[config.mk]
export PLATFORM = sky130hd
export DESIGN_NAME = pio_host_ctrl
export DESIGN_NICKNAME = d
export VERILOG_FILES = /design/src/rtl/pio_host_ctrl.sv
export SDC_FILE = /design/constraint.sdc
export NUM_CORES = 1
export LEC_CHECK = 0
export BUFFER_PORTS_ARGS = -buffer_cell sky130_fd_sc_hd__buf_2
export CAP_MARGIN = 0
export CORE_ASPECT_RATIO = 1.25
export CORE_MARGIN = 1
export CORE_UTILIZATION = 54
export CTS_BUF_LIST = sky130_fd_sc_hd__clkbuf_8
export DETAILED_ROUTE_END_ITERATION = 8
export PLACE_DENSITY = 0.88
export SLEW_MARGIN = 20
export SYNTH_ARGS = -nofsm -noshare
export SYNTH_HDL_FRONTEND = slang
export SYNTH_SLANG_ARGS = --single-unit
[constraint.sdc]
create_clock -name clk -period 2.8 [get_ports clk]
set_input_delay 0.42 -clock clk [delete_from_list [all_inputs] [get_ports clk]]
set_output_delay 0.42 -clock clk [all_outputs]
set_load 0.01 [all_outputs]
[src/rtl/pio_host_ctrl.sv]
`default_nettype none
// ============================================================================
// Module      : pio_host_ctrl
// Description : Host command front-end for a PIO block. It accepts one host
//               command at a time and turns it into PIO command-bus actions.
//               LOAD streams instructions from a program store into PIO
//               instruction memory at one write per cycle. Single-cycle
//               actions are issued directly. READ captures pio_dout one cycle
//               after the read action. Every command ends with a one-cycle
//               response pulse.
// Revision    : 1.0 - initial release
// ----------------------------------------------------------------------------
// Ports
//   clk, reset              : clock (rising edge); synchronous active-high reset
//   cmd_valid / cmd_ready   : host command handshake (ready only when idle)
//   cmd_op                  : PIO action code (1..10)
//   cmd_sm                  : target state machine index
//   cmd_addr                : instruction index, or LOAD start address
//   cmd_len                 : LOAD instruction count
//   cmd_data                : data word for single-cycle actions
//   prog_rd / prog_addr     : program-store read strobe and address
//   prog_data               : program-store data, valid the cycle after prog_rd
//   pio_mindex, pio_index,
//   pio_din, pio_action     : PIO command bus (action 0 means no action)
//   pio_dout                : PIO read data
//   rsp_valid/err/data      : one-cycle completion response
// ============================================================================
module pio_host_ctrl #(
  parameter int MAX_LEN = 32
) (
  input  logic        clk,
  input  logic        reset,
  input  logic        cmd_valid,
  output logic        cmd_ready,
  input  logic [3:0]  cmd_op,
  input  logic [1:0]  cmd_sm,
  input  logic [4:0]  cmd_addr,
  input  logic [5:0]  cmd_len,
  input  logic [31:0] cmd_data,
  output logic        prog_rd,
  output logic [4:0]  prog_addr,
  input  logic [15:0] prog_data,
  output logic [1:0]  pio_mindex,
  output logic [4:0]  pio_index,
  output logic [31:0] pio_din,
  output logic [3:0]  pio_action,
  input  logic [31:0] pio_dout,
  output logic        rsp_valid,
  output logic        rsp_err,
  output logic [31:0] rsp_data
);

  localparam logic [5:0] c_MAX_LEN  = 6'(MAX_LEN);
  localparam logic [3:0] c_OP_LOAD  = 4'd1;
  localparam logic [3:0] c_OP_READ  = 4'd3;
  localparam logic [3:0] c_OP_LAST  = 4'd10;

  typedef enum logic [2:0] {
    ST_IDLE      = 3'd0,
    ST_LOAD      = 3'd1,
    ST_SINGLE    = 3'd2,
    ST_READ_WAIT = 3'd3,
    ST_RESP      = 3'd4
  } state_t;

  state_t      state_q, state_d;
  logic [3:0]  op_q, op_d;
  logic [1:0]  sm_q, sm_d;
  logic [4:0]  addr_q, addr_d;
  logic [5:0]  len_q, len_d;
  logic [31:0] data_q, data_d;
  logic [5:0]  rd_cnt_q, rd_cnt_d;     // program-store reads issued so far
  logic        wr_pend_q, wr_pend_d;   // prog_data this cycle must be written
  logic [4:0]  wr_idx_q, wr_idx_d;     // instruction index for that write
  logic        err_q, err_d;
  logic [31:0] rdata_q, rdata_d;

  logic        cmd_illegal;

  assign cmd_illegal = (cmd_op == 4'd0) || (cmd_op > c_OP_LAST) ||
                       ((cmd_op == c_OP_LOAD) &&
                        ((cmd_len == 6'd0) || (cmd_len > c_MAX_LEN)));

  always_ff @(posedge clk) begin
    if (reset) begin
      state_q   <= ST_IDLE;
      op_q      <= 4'd0;
      sm_q      <= 2'd0;
      addr_q    <= 5'd0;
      len_q     <= 6'd0;
      data_q    <= 32'd0;
      rd_cnt_q  <= 6'd0;
      wr_pend_q <= 1'b0;
      wr_idx_q  <= 5'd0;
      err_q     <= 1'b0;
      rdata_q   <= 32'd0;
    end else begin
      state_q   <= state_d;
      op_q      <= op_d;
      sm_q      <= sm_d;
      addr_q    <= addr_d;
      len_q     <= len_d;
      data_q    <= data_d;
      rd_cnt_q  <= rd_cnt_d;
      wr_pend_q <= wr_pend_d;
      wr_idx_q  <= wr_idx_d;
      err_q     <= err_d;
      rdata_q   <= rdata_d;
    end
  end

  always_comb begin
    state_d    = state_q;
    op_d       = op_q;
    sm_d       = sm_q;
    addr_d     = addr_q;
    len_d      = len_q;
    data_d     = data_q;
    rd_cnt_d   = rd_cnt_q;
    wr_pend_d  = 1'b0;
    wr_idx_d   = wr_idx_q;
    err_d      = err_q;
    rdata_d    = rdata_q;

    cmd_ready  = (state_q == ST_IDLE);
    prog_rd    = 1'b0;
    // 5-bit sum gives the modulo-32 wrap of the instruction address for free
    prog_addr  = addr_q + rd_cnt_q[4:0];
    pio_action = 4'd0;
    pio_mindex = sm_q;
    pio_index  = addr_q;
    pio_din    = data_q;
    rsp_valid  = 1'b0;
    rsp_err    = 1'b0;
    rsp_data   = 32'd0;

    case (state_q)
      ST_IDLE: begin
        if (cmd_valid) begin
          op_d     = cmd_op;
          sm_d     = cmd_sm;
          addr_d   = cmd_addr;
          len_d    = cmd_len;
          data_d   = cmd_data;
          rd_cnt_d = 6'd0;
          rdata_d  = 32'd0;
          err_d    = cmd_illegal;
          if (cmd_illegal)              state_d = ST_RESP;
          else if (cmd_op == c_OP_LOAD) state_d = ST_LOAD;
          else                          state_d = ST_SINGLE;
        end
      end

      // Two-stage pipeline: a read issued in one cycle is written the next,
      // so reads and writes overlap and one write completes every cycle.
      ST_LOAD: begin
        if (wr_pend_q) begin
          pio_action = c_OP_LOAD;
          pio_index  = wr_idx_q;
          pio_din    = {16'h0000, prog_data};
        end
        if (rd_cnt_q < len_q) begin
          prog_rd   = 1'b1;
          rd_cnt_d  = rd_cnt_q + 6'd1;
          wr_pend_d = 1'b1;
          wr_idx_d  = prog_addr;
        end else begin
          // all reads issued; this cycle carries the final write
          state_d = ST_RESP;
        end
      end

      ST_SINGLE: begin
        pio_action = op_q;
        state_d    = (op_q == c_OP_READ) ? ST_READ_WAIT : ST_RESP;
      end

      ST_READ_WAIT: begin
        rdata_d = pio_dout;
        state_d = ST_RESP;
      end

      ST_RESP: begin
        rsp_valid = 1'b1;
        rsp_err   = err_q;
        rsp_data  = rdata_q;
        state_d   = ST_IDLE;
      end

      default: state_d = ST_IDLE;
    endcase
  end

endmodule
`default_nettype wire

==> results of run 1 <==
## cell usage after synthesis, drive strengths merged
| cell | count |
|---|---|
| nand3b | 1 |
| a21boi | 1 |
| xnor2 | 6 |
| mux2 | 20 |
| nand4 | 2 |
| nor3b | 2 |
| nor3 | 5 |
| nor2 | 10 |
| fa | 1 |
| nor4 | 2 |
| dfxtp | 97 |
| and3 | 5 |
| nand2b | 2 |
| nand2 | 145 |
| nor2b | 19 |
| o211a | 1 |
| and3b | 1 |
| a211oi | 1 |
| clkbuf | 26 |
| o31a | 2 |
| or3 | 3 |
| buf | 16 |
| a21oi | 93 |
| a31o | 1 |
| nor4bb | 1 |
| a41o | 2 |
| inv | 12 |
| ha | 10 |
| or4 | 1 |
| a21o | 2 |
| nand3 | 36 |
| o21ai | 5 |
| a211o | 1 |
| o21a | 1 |
| and2 | 35 |
## logic make-up after synthesis
| family | count (synthesis) | share of synthesized area, % |
|---|---|---|
| adder cells (fa/ha/maj) | 11 | 3.24 |
| XOR/XNOR | 6 | 1.17 |
| flip-flops | 97 | 43.3 |
| buffers and inverters | 54 | 5.05 |
| AND/OR/NAND/NOR | 270 | 28.9 |
| multiplexers | 20 | 5.03 |
| AO/OA/AOI/OAI | 110 | 13.2 |
## state kept, by name (all words and copies together), names as in the netlist
name	count
data_q	32
rdata_q	32
len_q	6
rd_cnt_q	6
addr_q	5
wr_idx_q	5
op_q	4
state_q	3
pio_mindex	2
err_q	1
wr_pend_q	1
## metrics by stage
stage / instances / cell area (um2) / hold slack [ns] / worst slack, ns
5_1_grt: 832 / 5610 / 0.281 / 0.122
4_1_cts: 832 / 5610 / 0.283 / 0.214
3_5_place_dp: 817 / 5440 / 0.445 / 0.629
2_1_floorplan: 568 / 4480 / 0.432 / 0.939
6_report: 832 / 5610 / 0.294 / 0.216
3_3_place_gp: 817 / 5440 / 0.437 / 0.726
## critical path, stage by stage, from the launching register on
cell and delay, ns:
dfxtp_1 0.51, nor3b_2 0.26, and2_1 0.15, buf_4 0.35, mux2_2 0.39, buf_2 0.14
## how the worst min path moves through the flow
stage / from / end / slack (ns) / cells after the start
global route: pio_dout[25] / rdata_q[25]$_SDFFE_PP0P_ / 0.28 / 3
finish: pio_dout[7] / rdata_q[7]$_SDFFE_PP0P_ / 0.29 / 3
global placement: data_q[16]$_SDFFE_PP0P_ / data_q[16]$_SDFFE_PP0P_ / 0.44 / 2
CTS: pio_dout[7] / rdata_q[7]$_SDFFE_PP0P_ / 0.28 / 3
floorplan: data_q[16]$_SDFFE_PP0P_ / data_q[16]$_SDFFE_PP0P_ / 0.43 / 2
detailed placement: data_q[19]$_SDFFE_PP0P_ / data_q[19]$_SDFFE_PP0P_ / 0.44 / 2
## metal layers
metal,track usage (%),vias to the layer above,wire [um]
met4,9.08,2,179
met1,31.8,2058,4760
li1,-,2209,-
met2,45.0,178,5680
met5,0,-,13
met3,8.13,21,906
## power by group through the flow
stage	registers (uW)	logic, uW	clock network [uW]
2_1_floorplan	1490	254	0
3_3_place_gp	1500	408	0
3_5_place_dp	1510	421	0
4_1_cts	1470	422	826
5_1_grt	1480	465	899
6_report	1470	420	814
## cell type report
cell class,instances,area (um2),area share (%)
multi-input combinational,417,2320,41.4
sequential,97,1940,34.6
timing repair buffer,196,1010,18.1
clock buffer,11,151,2.70
tap,95,119,2.12
inverter,12,45.0,0.802
clock inverter,4,21.3,0.379
==> impl_metrics.yaml, run 1 <==
outcome:
  status: "finished, final reports clean"
placed_design:
  port_buffers: 183
  gp_congestion: 0.871
  dp_hpwl_um: 8380
setup_path:
  crit_path_end_kind: "primary output"
  worstSetupPathType: "flip-flop to primary output"
  crit_required_ns: 2.38
  crit_fanout: 32
  worstSetupStartpointType: "flip-flop"
  cp.arrival_ns: 2.16
  critPathLaunch: "state_q[0]$_SDFFE_PP0P_"
  r2r_start: "rd_cnt_q[2]$_SDFFE_PP0P_"
  r2r_cells: 7
  worstReg2RegEnd: "rd_cnt_q[3]$_SDFFE_PP0P_"
  cp-endpoint: "pio_din[14]"
  r2r_setup_slack_ns: 0.78
drt:
  viasPerCell: 5.37
  ant_nets: 0
  drtIter0Drc: 165
  vias: 4468
  first_pass_iters: 4
  routedWlPerCell_um: 13.9
  finalWirelength_um: 11500
  drc: 0
synthesis:
  ys_warn_count: 0
  synth_cells: 568
  synth-seq-cells: 97
  synth_area_um2: 4480
  yosys.area.top_type_share_pct: 43.3
  avgSynthCellArea_um2: 7.89
  synth_cell_types: 42
  synth_largest_area_cell: "dfxtp_1"
  syn_nets: 679
  synthTopCellsByArea: "dfxtp_1 (43%), nand2_1 (12%), a21oi_1 (10%), mux2_2 (5.0%), and2_1 (4.9%)"
  synth.yosys.seq_area_share_pct: 43.3
min_path:
  hold_class: "input port to flip-flop"
final_layout:
  drive_gt1_share_pct: 32.7
  n_antenna_cell: 0
  nNetsFinal: 844
  fillers: 649
  area_growth_pct: 25.3
  layout_common_cells: "buf_2 (183), nand2_1 (144), dfxtp_1 (97)"
  layout_commonest_cell: "buf_2"
  final_util_pct: 70.8
sta:
  setup_violations: 0
  worst_clock_skew_ns: 0.00885
  fin_crit_ns: 2.58
  finalSetupTns_ns: 0
  tightest_slew_ns: 0.498
  fin_crit_sh_pct: 92.3
  hold_viol: 0
  final_max_slew_viol_count: 0
  fmax_mhz: 387
  relSlewSlack_pct: 66.7
  rsz0062_at_grt: "false"
power_and_ir_drop:
  p_int_uw: 1980
  p_leak_uw: 0.00264
  powerDensity_nw_per_um2: 483
  p_switching_uw: 732
  vdd_drop_max_mv: 0.312
  p_clk_share_pct: 30.1
  pwr-share-comb_pct: 15.5
  total_power_uw: 2710
  power.share.switching_pct: 27.0
  power.share.sequential_pct: 54.4
clock_network:
  cts.sinks: 97
  post_cts.repair.setup_buffers: 0
  tritoncts: "built"
  path_clk_slew_ns: 0.09
  clock_path_buffers: 2
  cts-root-buf: "clkbuf_8"
  htreeDepth: 3
  post_cts_resized: 0
  insertion_delay_ns: 0.35
  cts_hold_buf: 0
  cts_buffers: 9
floorplan:
  die_y_um: 104
  row_count: 36
  ios: 184
  initial_core_util_pct: 56.5
  die_area_um2: 8670
  core_area_um2: 7930
  die_w_um: 83.5
grt:
  grt_usage_pct: 26.5
  grt_overflow: 0
  grt_pass1_vias: 4252
  grt_first_pass_wirelength_um: 19100
  grt_max_degree: 44
  antenna_found_initial: 1
flow_run:
  cap_violations: 0
(Power assumes the default switching activity.)
==> run 2, diff against run 1 <==
- REMOVE_ABC_BUFFERS: unset -> 1
==> run 2 against run 1 <==
  * Hold slack worse by 0.0090 ns
  * Via count grew 2.1%
  * Sequential share of layout area is 0.19 points lower
  * Maximum frequency rose by 0.32%
  * Register-to-register slack got worse by 0.10 ns
  * Critical path type unchanged
  * First-iteration DRC count grew 81%
  * Total power grew 3.7%
  * Final cell count fell by 0.36%
  * Clock skew up 0.0050 ns
  * Critical path depth rose by 3
  * Die area stayed put
  * Utilization up 0.39 points
==> impl_metrics.yaml, run 2 (same netlist as run 1, synthesis figures left out) <==
clock_network:
  post_cts_resized: 0
  post_cts.repair.setup_buffers: 0
  path_clk_slew_ns: 0.10
  cts_buffers: 9
  insertion_delay_ns: 0.36
  cts-root-buf: "clkbuf_8"
  tritoncts: "built"
  htreeDepth: 3
  cts.sinks: 97
  cts_hold_buf: 0
  clock_path_buffers: 2
sta:
  timing.hold.ws_ns: 0.285
  rsz0062_at_grt: "false"
  tightest_slew_ns: 0.815
  hold_viol: 0
  final_max_slew_viol_count: 0
  fin_crit_ns: 2.58
  worst_clock_skew_ns: 0.0139
  relSlewSlack_pct: 45.5
  fin_crit_sh_pct: 92.0
  finalSetupTns_ns: 0
  setup_slack_ns: 0.225
  fmax_mhz: 388
  setup_violations: 0
final_layout:
  drive_gt1_share_pct: 32.6
  n_antenna_cell: 0
  final_cells: 829
  fillers: 618
  area_growth_pct: 26.0
  largest_registers: "data_q x32, rdata_q x32"
  regArea_um2: 1940
  nNetsFinal: 840
  final_util_pct: 71.2
  layout_common_cells: "buf_2 (183), nand2_1 (144), dfxtp_1 (97)"
  multi_input_area_um2: 2320
  layout_commonest_cell: "buf_2"
power_and_ir_drop:
  p_switching_uw: 758
  p_clk_share_pct: 32.2
  p_int_uw: 2050
  pwr-share-comb_pct: 15.3
  p_leak_uw: 0.00264
  vdd_drop_max_mv: 0.387
  powerDensity_nw_per_um2: 498
  power.share.switching_pct: 27.0
  power.share.sequential_pct: 52.5
floorplan:
  initial_core_util_pct: 56.5
  core_area_um2: 7930
  die_area_um2: 8670
  die_y_um: 104
  ios: 184
  row_count: 36
  die_w_um: 83.5
drt:
  vias: 4561
  met2WireLength_um: 6390
  ant_nets: 0
  viasPerCell: 5.50
  routed.top_layer: "met4"
  wl_met3_um: 673
  met1_length_um: 4520
  finalWirelength_um: 12100
  drtIter0Drc: 298
  first_pass_iters: 5
  drc: 0
  routedWlPerCell_um: 14.7
grt:
  grt_max_degree: 60
  grt_pass1_vias: 4322
  grt_usage_pct: 27.9
  antenna_found_initial: 0
  grt_first_pass_wirelength_um: 19800
  grt_overflow: 0
placed_design:
  dp_hpwl_um: 8590
  dp.cells: 813
  gp_congestion: 0.906
  pre_cts_slack_ns: 0.644
  port_buffers: 183
flow_run:
  cap_violations: 0
setup_path:
  crit_required_ns: 2.38
  cp.arrival_ns: 2.16
  worstSetupPathType: "flip-flop to primary output"
  path_delay_family: "adder cells"
  cp_slowest_cell: "dfxtp_1"
  crit_path_end_kind: "primary output"
  worstSetupStartpointType: "flip-flop"
  crit_fanout: 6
  cp_slowest_stage_delay_ns: 0.45
  crit_chain: "ha_1 > inv_1 > fa_1 > nor2b_1 > o21ai_0 > nand2b_1 > xnor2_1 > buf_2"
  crit_buf_inv: 2
outcome:
  status: "finished, final reports clean"
min_path:
  hold_class: "input port to flip-flop"
[run 2: changes by cell type in the layout (fill, tap and decap cells not counted), sizes merged]
cell | before | now
buf | 196 | 192
bufinv | 0 | 1
clkbuf | 11 | 10
clkinvlp | 0 | 2
inv | 14 | 13
[run 2: worst reg2reg max path, cell delays in order, from the launching register on]
cell	delay (ns)
dfxtp_1	0.61
nor3_2	0.14
nand2_2	0.63
nand2_1	0.29
a211o_1	0.33
nand2_1	0.06
[run 2: path summary, 6_finish.rpt]
kind                       startpoint  cells after the start                        to  slack (ns)
max          rd_cnt_q[0]$_SDFFE_PP0P_                      8              prog_addr[4]        0.22
min                       cmd_addr[4]                      3    addr_q[4]$_SDFFE_PP0P_        0.28
max reg2reg   state_q[1]$_SDFFE_PP0P_                      5  rd_cnt_q[2]$_SDFFE_PP0P_        0.68
min reg2reg   data_q[16]$_SDFFE_PP0P_                      2   data_q[16]$_SDFFE_PP0P_        0.46
[run 2: cell type report]
cell class                      instances  area share, %
Sequential cell                        97           34.4
Clock buffer                           10           2.44
Inverter                               12          0.798
Multi-Input combinational cell        417           41.1
Tap cell                               95           2.11
Clock inverter                          6           1.04
Timing Repair Buffer                  192           18.1
[run 2: through the flow]
step	cell area [um2]	power [uW]
4_1_cts	5640	2820
5_1_grt	5640	2930
6_report	5640	2810
2_1_floorplan	4300	1710
3_3_place_gp	5450	1920
3_5_place_dp	5450	1930
[run 2: power groups by stage]
stage	logic [uW]	registers, uW	clock network (uW)
6_report	430	1470	905
5_1_grt	476	1480	974
4_1_cts	429	1470	920
3_5_place_dp	426	1500	0
3_3_place_gp	414	1500	0
2_1_floorplan	217	1490	0
[run 2: per-layer routing]
metal | global-route usage, % | vias to the layer above
li1 | - | 2202
met1 | 31.8 | 2109
met2 | 48.8 | 197
met3 | 4.54 | 53
met4 | 16.7 | 0
met5 | 0 | -
==> run 3, diff against run 2 <==
- CELL_PAD_IN_SITES_DETAIL_PLACEMENT: unset -> 0
- CELL_PAD_IN_SITES_GLOBAL_PLACEMENT: unset -> 1
- CORE_UTILIZATION: 54 -> 38
- PLACE_DENSITY: 0.88 -> unset
- PLACE_DENSITY_LB_ADDON: unset -> 0.1
==> run 3 against run 2 <==
  * Die area is 41% higher
  * Sequential power about the same
  * Via count decreased by 5.3%
  * Clock power is 15% higher
  * Combinational power down 2%
  * Largest power group unchanged
  * Global-route usage shrank 8.3 points
  * Hold slack about the same
  * Non-clock buffer count is 3 higher
  * Highest routed layer unchanged
  * Setup slack lost 0.048 ns
==> impl_metrics.yaml, run 3 (same netlist as run 1, synthesis figures left out) <==
floorplan:
  initial_core_util_pct: 38.8
  die_w_um: 99.1
  core_area_um2: 11600
  die_area_um2: 12200
  ios: 184
  row_count: 44
  die_y_um: 123
final_layout:
  nNetsFinal: 843
  final_util_pct: 49.6
  largest_registers: "data_q x32, rdata_q x32"
  drive_gt1_share_pct: 33.1
  area_growth_pct: 28.0
  layout_common_cells: "buf_2 (183), nand2_1 (144), dfxtp_1 (97)"
  layout_commonest_cell: "buf_2"
  final_cells: 877
sta:
  tightest_slew_ns: 0.694
  rsz0062_at_grt: "false"
  final_max_slew_viol_count: 0
  hold_viol: 0
  relSlewSlack_pct: 53.7
  finalSetupTns_ns: 0
  fmax_mhz: 381
  fin_crit_sh_pct: 93.7
  worst_clock_skew_ns: 0.00535
  setup_violations: 0
  fin_crit_ns: 2.62
power_and_ir_drop:
  p_leak_uw: 0.00266
  p_int_uw: 2160
  total_power_uw: 2930
  vdd_drop_max_mv: 0.276
  power.share.switching_pct: 26.2
  p_switching_uw: 769
  power.share.sequential_pct: 50.2
  pwr-share-comb_pct: 14.3
  p_clk_share_pct: 35.5
  powerDensity_nw_per_um2: 512
min_path:
  hold_start: "pio_dout[29]"
  hold_class: "input port to flip-flop"
  hold_path_depth: 3
  min_to: "rdata_q[29]$_SDFFE_PP0P_"
clock_network:
  path_clk_slew_ns: 0.09
  post_cts.repair.setup_buffers: 0
  insertion_delay_ns: 0.36
  htreeDepth: 3
  clock_path_buffers: 2
  post_cts_resized: 0
  cts-root-buf: "clkbuf_8"
  cts.sinks: 97
  tritoncts: "built"
  cts_buffers: 9
  cts_hold_buf: 0
setup_path:
  crit_fanout: 32
  r2r_start: "state_q[1]$_SDFFE_PP0P_"
  r2r_setup_slack_ns: 0.72
  crit_path_end_kind: "primary output"
  cp_slowest_cell: "dfxtp_1"
  cp.arrival_ns: 2.20
  worstSetupStartpointType: "flip-flop"
  worstReg2RegEnd: "rdata_q[16]$_SDFFE_PP0P_"
  crit_chain: "nor3b_2 > and2_2 > buf_12 > mux2_2 > buf_2"
  worstSetupPathType: "flip-flop to primary output"
  r2r_cells: 5
  cp_slowest_stage_delay_ns: 0.52
  crit_required_ns: 2.38
grt:
  grt_pass1_vias: 4017
  grt_overflow: 0
  grt_max_degree: 35
  grt_first_pass_wirelength_um: 19000
  grt_usage_pct: 19.6
  antenna_found_initial: 2
drt:
  drc: 0
  viasPerCell: 4.93
  finalWirelength_um: 12200
  ant_nets: 0
  routedWlPerCell_um: 13.9
  drtIter0Drc: 168
  first_pass_iters: 7
  vias: 4320
placed_design:
  port_buffers: 183
  gp_congestion: 0.802
  dp.cells: 859
  dp_hpwl_um: 8450
flow_run:
  cap_violations: 0
outcome:
  status: "finished, final reports clean"
[run 3: cell count changes in the layout (fill, tap and decap cells not counted), sizes merged]
cell,before,now
buf,192,195
diode,0,2
bufinv,1,2
clkbuf,10,11
clkinvlp,2,1
inv,13,12
[run 3: worst max-delay path by stage]
stage | start | to | slack (ns) | cells after the start
4_1_cts | state_q[0]$_SDFFE_PP0P_ | pio_din[8] | 0.16 | 5
5_1_grt | state_q[0]$_SDFFE_PP0P_ | pio_din[5] | 0.02 | 5
2_1_floorplan | state_q[1]$_SDFFE_PP0P_ | rd_cnt_q[2]$_SDFFE_PP0P_ | 0.12 | 5
3_5_place_dp | state_q[0]$_SDFFE_PP0P_ | pio_din[8] | 0.58 | 5
3_3_place_gp | state_q[0]$_SDFFE_PP0P_ | pio_din[5] | 0.65 | 5
6_report | state_q[0]$_SDFFE_PP0P_ | pio_din[5] | 0.18 | 5
[run 3: per-stage QoR]
| step | setup slack, ns | hold slack (ns) | area (um2) |
|---|---|---|---|
| after floorplan | 0.123 | 0.426 | 4300 |
| after global placement | 0.645 | 0.438 | 5500 |
| after detailed placement | 0.576 | 0.442 | 5500 |
| after CTS | 0.163 | 0.269 | 5730 |
| after global routing | 0.0248 | 0.272 | 5730 |
| final | 0.176 | 0.285 | 5730 |
[run 3: power groups by stage]
stage,clock (uW),sequential [uW],combinational [uW]
4_1_cts,1070,1470,429
3_3_place_gp,0,1500,422
3_5_place_dp,0,1500,426
2_1_floorplan,0,1490,217
5_1_grt,1110,1480,474
6_report,1040,1470,421
[run 3: final cells by class]
class	instances	area (um2)
diodes	2	5.00
fillers	1189	5830
flip-flops and latches	97	1940
inverters	12	45.0
repair buffers	195	1020
clock buffers	11	151
well taps	138	173
clock inverters	5	77.6
multi-input cells	417	2320
[run 3: per-layer routing]
| metal | track usage, % | part of all wire [%] | vias to the layer above | wire, um |
|---|---|---|---|---|
| met4 | 5.61 | 0.98 | 0 | 119 |
| met5 | 0 | 0 | - | 0 |
| met2 | 34.6 | 50 | 107 | 6100 |
| met1 | 22.9 | 42 | 1996 | 5190 |
| met3 | 6.16 | 6.6 | 9 | 801 |
| li1 | - | - | 2208 | - |
[run 3: critical path, delay by kind of cell, from the launching register on]
kind | cells | cell delay (ns)
AND/OR/NAND/NOR | 2 | 0.58
buffers and inverters | 2 | 0.38
flip-flops | 1 | 0.52
multiplexers | 1 | 0.35
